`src/rtl/clk_div_bank.sv`:
```
// Bank of independent runtime-programmable 50%-duty clock dividers with rising-edge ticks,
// per-channel reset-release flags and shadowed half-period updates applied at phase boundaries.
module clk_div_bank #(
  parameter int CHANNELS     = 2,
  parameter int CNT_WIDTH    = 20,
  parameter int DEFAULT_HALF = 500_000,
  parameter int CH_W         = (CHANNELS > 1) ? $clog2(CHANNELS) : 1
) (
  input  logic                 clk_in,
  input  logic                 rst_n,
  input  logic [CHANNELS-1:0]  en,
  input  logic                 sync,
  input  logic                 cfg_we,
  input  logic [CH_W-1:0]      cfg_ch,
  input  logic [CNT_WIDTH-1:0] cfg_half,
  output logic [CHANNELS-1:0]  cfg_pending,
  output logic [CHANNELS-1:0]  clk_div,
  output logic [CHANNELS-1:0]  tick,
  output logic [CHANNELS-1:0]  rst_d
);

  localparam logic [CNT_WIDTH-1:0] HALF_RST = CNT_WIDTH'(DEFAULT_HALF);
  localparam logic [CNT_WIDTH-1:0] ONE      = CNT_WIDTH'(1);

  logic [CNT_WIDTH-1:0] cnt_q    [CHANNELS];
  logic [CNT_WIDTH-1:0] cnt_d    [CHANNELS];
  logic [CNT_WIDTH-1:0] half_q   [CHANNELS];
  logic [CNT_WIDTH-1:0] half_d   [CHANNELS];
  logic [CNT_WIDTH-1:0] shadow_q [CHANNELS];
  logic [CNT_WIDTH-1:0] shadow_d [CHANNELS];

  logic [CHANNELS-1:0] clk_q, clk_d;
  logic [CHANNELS-1:0] tick_q, tick_d;
  logic [CHANNELS-1:0] rstd_q, rstd_d;
  logic [CHANNELS-1:0] pend_q, pend_d;
  logic [CHANNELS-1:0] wr_hit, wrap, restart;
  logic [CNT_WIDTH-1:0] wr_val;

  // A zero half-period would never wrap, so it is clamped to the fastest legal setting.
  assign wr_val = (cfg_half == '0) ? ONE : cfg_half;

  always_comb begin
    wr_hit  = '0;
    wrap    = '0;
    restart = '0;
    clk_d   = clk_q;
    tick_d  = '0;
    rstd_d  = rstd_q & ~clk_q;
    pend_d  = pend_q;
    for (int i = 0; i < CHANNELS; i++) begin
      cnt_d[i]    = cnt_q[i] + ONE;
      half_d[i]   = half_q[i];
      shadow_d[i] = shadow_q[i];

      wr_hit[i]  = cfg_we && (cfg_ch == CH_W'(i));
      restart[i] = sync || !en[i];
      wrap[i]    = en[i] && (cnt_q[i] == half_q[i] - ONE);

      if (restart[i]) begin
        cnt_d[i] = '0;
        clk_d[i] = 1'b0;
      end else if (wrap[i]) begin
        cnt_d[i]  = '0;
        clk_d[i]  = ~clk_q[i];
        tick_d[i] = ~clk_q[i];
      end

      // Phase boundary: a same-cycle write bypasses the shadow, otherwise a pending value lands.
      if (restart[i] || wrap[i]) begin
        pend_d[i] = 1'b0;
        if (wr_hit[i]) begin
          half_d[i]   = wr_val;
          shadow_d[i] = wr_val;
        end else if (pend_q[i]) begin
          half_d[i] = shadow_q[i];
        end
      end else if (wr_hit[i]) begin
        shadow_d[i] = wr_val;
        pend_d[i]   = 1'b1;
      end
    end
  end

  always_ff @(posedge clk_in or negedge rst_n) begin
    if (!rst_n) begin
      for (int i = 0; i < CHANNELS; i++) begin
        cnt_q[i]    <= '0;
        half_q[i]   <= HALF_RST;
        shadow_q[i] <= HALF_RST;
      end
      clk_q  <= '0;
      tick_q <= '0;
      rstd_q <= '1;
      pend_q <= '0;
    end else begin
      for (int i = 0; i < CHANNELS; i++) begin
        cnt_q[i]    <= cnt_d[i];
        half_q[i]   <= half_d[i];
        shadow_q[i] <= shadow_d[i];
      end
      clk_q  <= clk_d;
      tick_q <= tick_d;
      rstd_q <= rstd_d;
      pend_q <= pend_d;
    end
  end

  assign clk_div     = clk_q;
  assign tick        = tick_q;
  assign rst_d       = rstd_q;
  assign cfg_pending = pend_q;

endmodule

```
`config.mk`:
```
export PLATFORM = sky130hd
export DESIGN_NAME = clk_div_bank
export DESIGN_NICKNAME = d
export VERILOG_FILES = /design/src/rtl/clk_div_bank.sv
export SDC_FILE = /design/constraint.sdc
export NUM_CORES = 1
export LEC_CHECK = 0
export ABC_AREA = 1
export CAP_MARGIN = 30
export CORE_UTILIZATION = 40
export CTS_BUF_LIST = sky130_fd_sc_hd__clkbuf_4
export DETAILED_ROUTE_END_ITERATION = 7
export HOLD_SLACK_MARGIN = 0.06
export PLACE_DENSITY = 0.6
export RECOVER_POWER = 50
export SLEW_MARGIN = 20
export SYNTH_ARGS = -nofsm -noshare
export SYNTH_HDL_FRONTEND = slang
export SYNTH_SLANG_ARGS = --single-unit
```
`constraint.sdc`:
```
create_clock -name clk_in -period 2.35 [get_ports clk_in]
set_input_delay 0.47 -clock clk_in [delete_from_list [all_inputs] [get_ports clk_in]]
set_output_delay 0.47 -clock clk_in [all_outputs]
set_load 0.01 [all_outputs]
```
== Word-level counts from Yosys, hierarchy flattened ==
Cells that the tools add are included.

* Bits in registers: 128
* Bits in latches: 0
* Memory bits (writable): 0
* ROM bits: 0
* Bits of input ports: 27
* Output and inout port bits: 8
* Logic and storage cells: 63
* Memories kept: 0

* Add/sub/neg operators: 4
* $mul: 0
* Div/mod/pow operators: 0
* $lt $le $gt $ge: 0
* Eq/ne operators: 2
* Shifts and indexed selects: 0
* Muxes and demuxes: 21
* Bitwise logic cells: 5
* Reduce and logical (&&, ||, !) cells: 19

{| class="wikitable"
|+ Operator list
! kind !! count
|-
| two-way mux 20 bit || 9
|-
| adder 20 x 1 -> 20 bit (second input constant) || 2
|-
| equality test 20 bit || 2
|-
| subtractor 20 x 1 -> 20 bit (second input constant) || 2
|-
| logical NOT 20 bit || 1
|-
| two-way mux 1 bit || 12
|-
| nonzero test 2 bit || 6
|-
| logical AND 1 bit || 4
|-
| logical OR 1 bit || 4
|-
| AND reduction 2 bit || 2
|-
| inverter 1 bit || 3
|-
| AND 2 bit || 1
|-
| logical NOT 1 bit || 2
|-
| inverter 2 bit || 1
|}

== Logic depth before layout (Yosys ltp) ==
Gate-level depths: netlist of run 1.

* Depth after elaboration: 5
* Mapped depth: 18
* Mapped depth without buffers: 17

== Least setup slack after synthesis of run 1 ==
No wires, ideal clock.

* Path kind: register to register
* Start: register half_q[0] (netlist name)
* End: register cnt_q[13] (netlist name)
* Setup time: 0.120 ns
* Data arrival time: 1.918 ns
* Data required time: 2.230 ns
* Path slack: 0.312 ns
* Stages on the path, launching flop included: 16
* Buffers on the path: 2
* Clock period less this slack: 2.038 ns
* Path through: dfrtp_1 -> inv_2 -> ha_1 -> nand3_2 -> nor2_4 -> nor2_1 -> nor2_1 -> nand2_1 -> nor2_1 -> nand2_1 -> nor2_1 -> nand3_2 -> nand2_2 -> buf_4 -> buf_6 -> nor2_1

{| class="wikitable"
|+ RTL lines
! item !! line !! source
|-
| start: declaration || 27 || <nowiki>logic [CNT_WIDTH-1:0] half_q [CHANNELS];</nowiki>
|-
| start signal: indexed assignment || 98 || <nowiki>half_q[i] <= half_d[i];</nowiki>
|-
| end signal: indexed assignment || 97 || <nowiki>cnt_q[i] <= cnt_d[i];</nowiki>
|-
| end: declaration || 25 || <nowiki>logic [CNT_WIDTH-1:0] cnt_q [CHANNELS];</nowiki>
|}

== Worst setup path after layout of run 1 ==
* Start: register half_q[22] (netlist name)
* End: register half_q[20] (netlist name)

* Cells in the longest elaborated chain, start to end: 5

{| class="wikitable"
|+ RTL lines
! item !! line !! source
|-
| subtractor 20 x 1 -> 20 bit || 57 || <nowiki>wrap[i] = en[i] && (cnt_q[i] == half_q[i] - ONE);</nowiki>
|-
| equality test 20 bit || 57 ||
|-
| logical AND 1 bit || 57 ||
|-
| logical OR 1 bit || 69 || <nowiki>if (restart[i] || wrap[i]) begin</nowiki>
|-
| AND reduction 2 bit (no source line) || n/a ||
|}

Every way passes these cells.
A chain may end at the register's enable or synchronous reset.

==> results.txt, run 1 <==
* Setup_tns: 0 ps
- Clock transition at the register clock pins on the worst setup and hold paths after CTS: about 120 ps
* WP data arrival: 2680 ps
- Number of design-rule violations left by the first detailed-router iteration: 301
- Average routed wire per standard cell: ~14 um
- In this run the number of H-tree levels came out at 4.
- Input and output buffers added on the ports amount to 34.
- From left edge to right edge, the die measures between 100 and 150 um.
* Worst vdd rail ir drop: ~340 uV
* Final count of negative-setup-slack endpoints: 0
- Reg2reg end: half_q[20]
- Relative slew margins: 1.44%
- The final hold violation count was 0.
- Maximum clock insertion buffer count: 2
- STA puts the critical path data required time at 2850 ps.
* Static leakage: roughly 4 nW
- Counting flops and latches in the post-synthesis netlist gives roughly 130.
* Internal Pwr Total: roughly 3.6 mW
* Net total in the final layout: slightly above 1k
- Largest net degree at the start of global routing: 50
- The worst hold path belongs to the class flop to flop.
* Commonest non-fill, non-tap cell in the layout: nand2_1
* Slew Viols, Final: 0
- During synthesis, Yosys emitted a total of 0 warnings.
- Least setup slack across all paths after layout: 168 ps
* Power Total: roughly 5.7 mW
- The die covers 18300 um^2.
- The routed layout has ~6k vias.
* Total power per unit cell area: about 700 nW/um^2
- HPWL reported at the end of detailed placement: 12.5 mm
- Core Rows: 48
- Grt total ovfl: 0
- The tool flagged a number of max-cap violations equal to 0.
- Core ar.: roughly 17000 um^2
* Syn Std Cell Area: between 7000 and 8000 um^2
* Core Util, Final: between 40 and 50%
- In this run the worst setup path begins at half_q[22].
- Setup skew after layout: between 20 and 25 ps
- Starting Density: 41.1%
- Layout cell share with drive strength beyond 1: 13.8%
- Derived from the worst setup path, the maximum achievable clock frequency is approximately 460 MHz.
- Leaving out fill and tap cells, the most frequent cells in the layout are nand2_1, nor2_1, dfrtp_1.
- Cell at the root of the clock tree: clkbuf_4
* Power share of the clock group: between 20% and 30%
- Final hold analysis gives a worst-case slack of 445 ps.
* Sinks on the clock net: 128
- The worst path needs approximately 2200 ps of the cycle, external delays included.
- The via count of the first global-routing pass came to roughly 5.4k.
- Net switching is a little under two fifths of the power.
* Die height: roughly 140 um
- Cts bufs inserted: 17
- Synthesis handed over a netlist of about 940 instances.
* Clock tree from TritonCTS: yes
- Distinct cells, synth: 34
* Routability congestion estimate from global placement: ~0.87
* Startpoint class of the critical path: flop
- For the pin with the worst max-slew slack, the measured transition is approximately 1500 ps.
* Critical R2R Launch: half_q[22]
* Growth of design area from synthesis to finish: 15.3%
- Along the worst path, the maximum fanout reaches 18.
- Summing the sequential cell areas from Yosys gives 45.6% of the chip area.
- Total routed wirelength: ~17 mm
- Post-route antenna net violation count: 0
- Clock latency on the worst-skew pair, taken at its later pin, is ~560 ps.
- Before CTS, the worst setup slack after placement is 25.6 ps.
- The flow ran to the end, and the final reports show no timing, DRC or antenna violations.
* Share of the clock period used by the worst path: ~93%
* Crit end category: flop
* Worst Reg2Reg Path Length in Cells: 13
- Worst-case register-to-register setup slack: roughly 170 ps
* Vias per cell: 4.80
- After detailed placement, the design holds a cell count of around 1.2k.
- Reg power frac: between 40 and 50%
- Switching power: approximately 2.1 mW
- After detailed placement, the total cell area comes to 7780 um^2.
* Part of the power in combinational logic: a little over a quarter
- Overall Global Routing Usage: between 15 and 20%
* Net count after synthesis: around 970
* Initial antenna violation count: 1
* Non-filler instance count after layout: between 1k and 1.5k
- Mean instance size in the synthesized netlist: between 7 and 8 um^2
* Start-to-end type of the worst setup path: flop to flop
* I/O pins: 35
- For this run, the detailed router's first-pass iteration total came to 5.
- Detailed-route DRC error count: 0
- CP Capture Point: half_q[20]
- Post-route design area: slightly above 8000 um^2
* First-pass GRT wire length: about 28 mm
==> what timing repair did <==
| action | CTS | global route |
|---|---|---|
| pin swaps | 0 | 3 |
| hold buffers | 1 | 0 |
| endpoints found under the setup margin | 1 | 80 |
| gates resized for setup | 0 | 22 |
| setup buffers | 0 | 6 |
| hold endpoints to repair | 14 | 0 |
==> logic make-up (layout without fill, tap and decap cells) <==
| group | count (synthesis) | in the layout | share of synthesized area (%) |
|---|---|---|---|
| other cells | 0 | 1 | 0 |
| compound gates | 57 | 57 | 4.19 |
| xor+xnor | 63 | 63 | 7.77 |
| buf+inv | 125 | 194 | 7.38 |
| flops | 128 | 128 | 45.6 |
| simple gates | 560 | 560 | 34.3 |
| fa+ha+maj | 4 | 4 | 0.705 |
==> registers in the layout, summed over array words and instances, names as in the netlist <==
| signal | flops |
|---|---|
| rst_d | 2 |
| clk_div | 2 |
| cnt_q | 40 |
| half_q | 40 |
| cfg_pending | 2 |
| shadow_q | 40 |
| tick | 2 |
==> synth_stat cells, drive strengths merged <==
library cell | instances | area [um^2]
dfstp | 30 | 788
nand2 | 293 | 1120
xnor2 | 32 | 280
nor4 | 7 | 43.8
clkbuf | 15 | 57.6
buf | 14 | 106
o21ai | 46 | 230
inv | 94 | 353
clkinv | 2 | 7.51
ha | 4 | 50.1
nor3 | 11 | 55.1
nand4 | 14 | 87.6
nand3b | 8 | 60.1
nor3b | 1 | 12.5
or2 | 2 | 12.5
dfrtp | 98 | 2450
a31oi | 1 | 6.26
a21oi | 7 | 35.0
xor2 | 31 | 272
nor2 | 142 | 618
nand3 | 82 | 425
o21bai | 3 | 26.3
==> layer usage <==
layer | wire, um | global-route usage (%) | vias to the layer above
met5 | 0 | 0 | -
met4 | 201 | 5.99 | 0
met3 | 529 | 3.18 | 19
met2 | 7040 | 28.0 | 93
met1 | 8890 | 29.8 | 2740
li1 | - | - | 3060
==> worst min-delay path by stage <==
stage                        start              to  slack (ps)  cells after the start
final                     rst_d[0]        rst_d[0]         440                      2
after global routing      rst_d[0]        rst_d[0]         460                      2
after CTS                    rst_n       half_q[0]         350                      2
after detailed placement     rst_n       half_q[0]         410                      1
after global placement       rst_n       half_q[0]         410                      1
after floorplan              rst_n  cfg_pending[0]         170                      0
==> critical path: stages, from the launching register on <==
cell     delay [ps]
dfrtp_1         430
inv_1           100
nand3_2         200
nor2_2          230
xor2_1          160
inv_1            50
nor2_1          140
nand3_1         100
nor2_2          130
nand2_2         100
nand2_4         140
buf_12          160
nand3_1         100
nand2_1          80
==> layout make-up <==
cell class	instances	area, um^2
Fill cell	1742	9100
Multi-Input combinational cell	684	3400
Sequential cell	128	3240
Timing Repair Buffer	66	641
Inverter	96	360
Tap cell	225	282
Clock buffer	18	135
Clock inverter	14	131
Antenna cell	1	2.50
==> power groups by stage <==
stage	clock network [mW]	logic, mW	registers (mW)
after detailed placement	0	1.47	2.76
after global placement	0	1.45	2.76
after floorplan	0	1.12	2.68
after CTS	1.50	1.48	2.72
final	1.46	1.56	2.72
after global routing	1.59	1.79	2.75
(Power assumes the default switching activity.)
==> run 2, diff against run 1 <==
--- a/config.mk
+++ b/config.mk
@@ -6,11 +6,11 @@
 export NUM_CORES = 1
 export LEC_CHECK = 0
 export ABC_AREA = 1
-export CAP_MARGIN = 30
+export CAP_MARGIN = 25
 export CORE_UTILIZATION = 40
 export CTS_BUF_LIST = sky130_fd_sc_hd__clkbuf_4
+export CTS_CLUSTER_DIAMETER = 80
 export DETAILED_ROUTE_END_ITERATION = 7
-export HOLD_SLACK_MARGIN = 0.06
 export PLACE_DENSITY = 0.6
 export RECOVER_POWER = 50
 export SLEW_MARGIN = 20
==> results of run 2 <==
The final DEF is identical to that of run 1; final timing and power are the same.
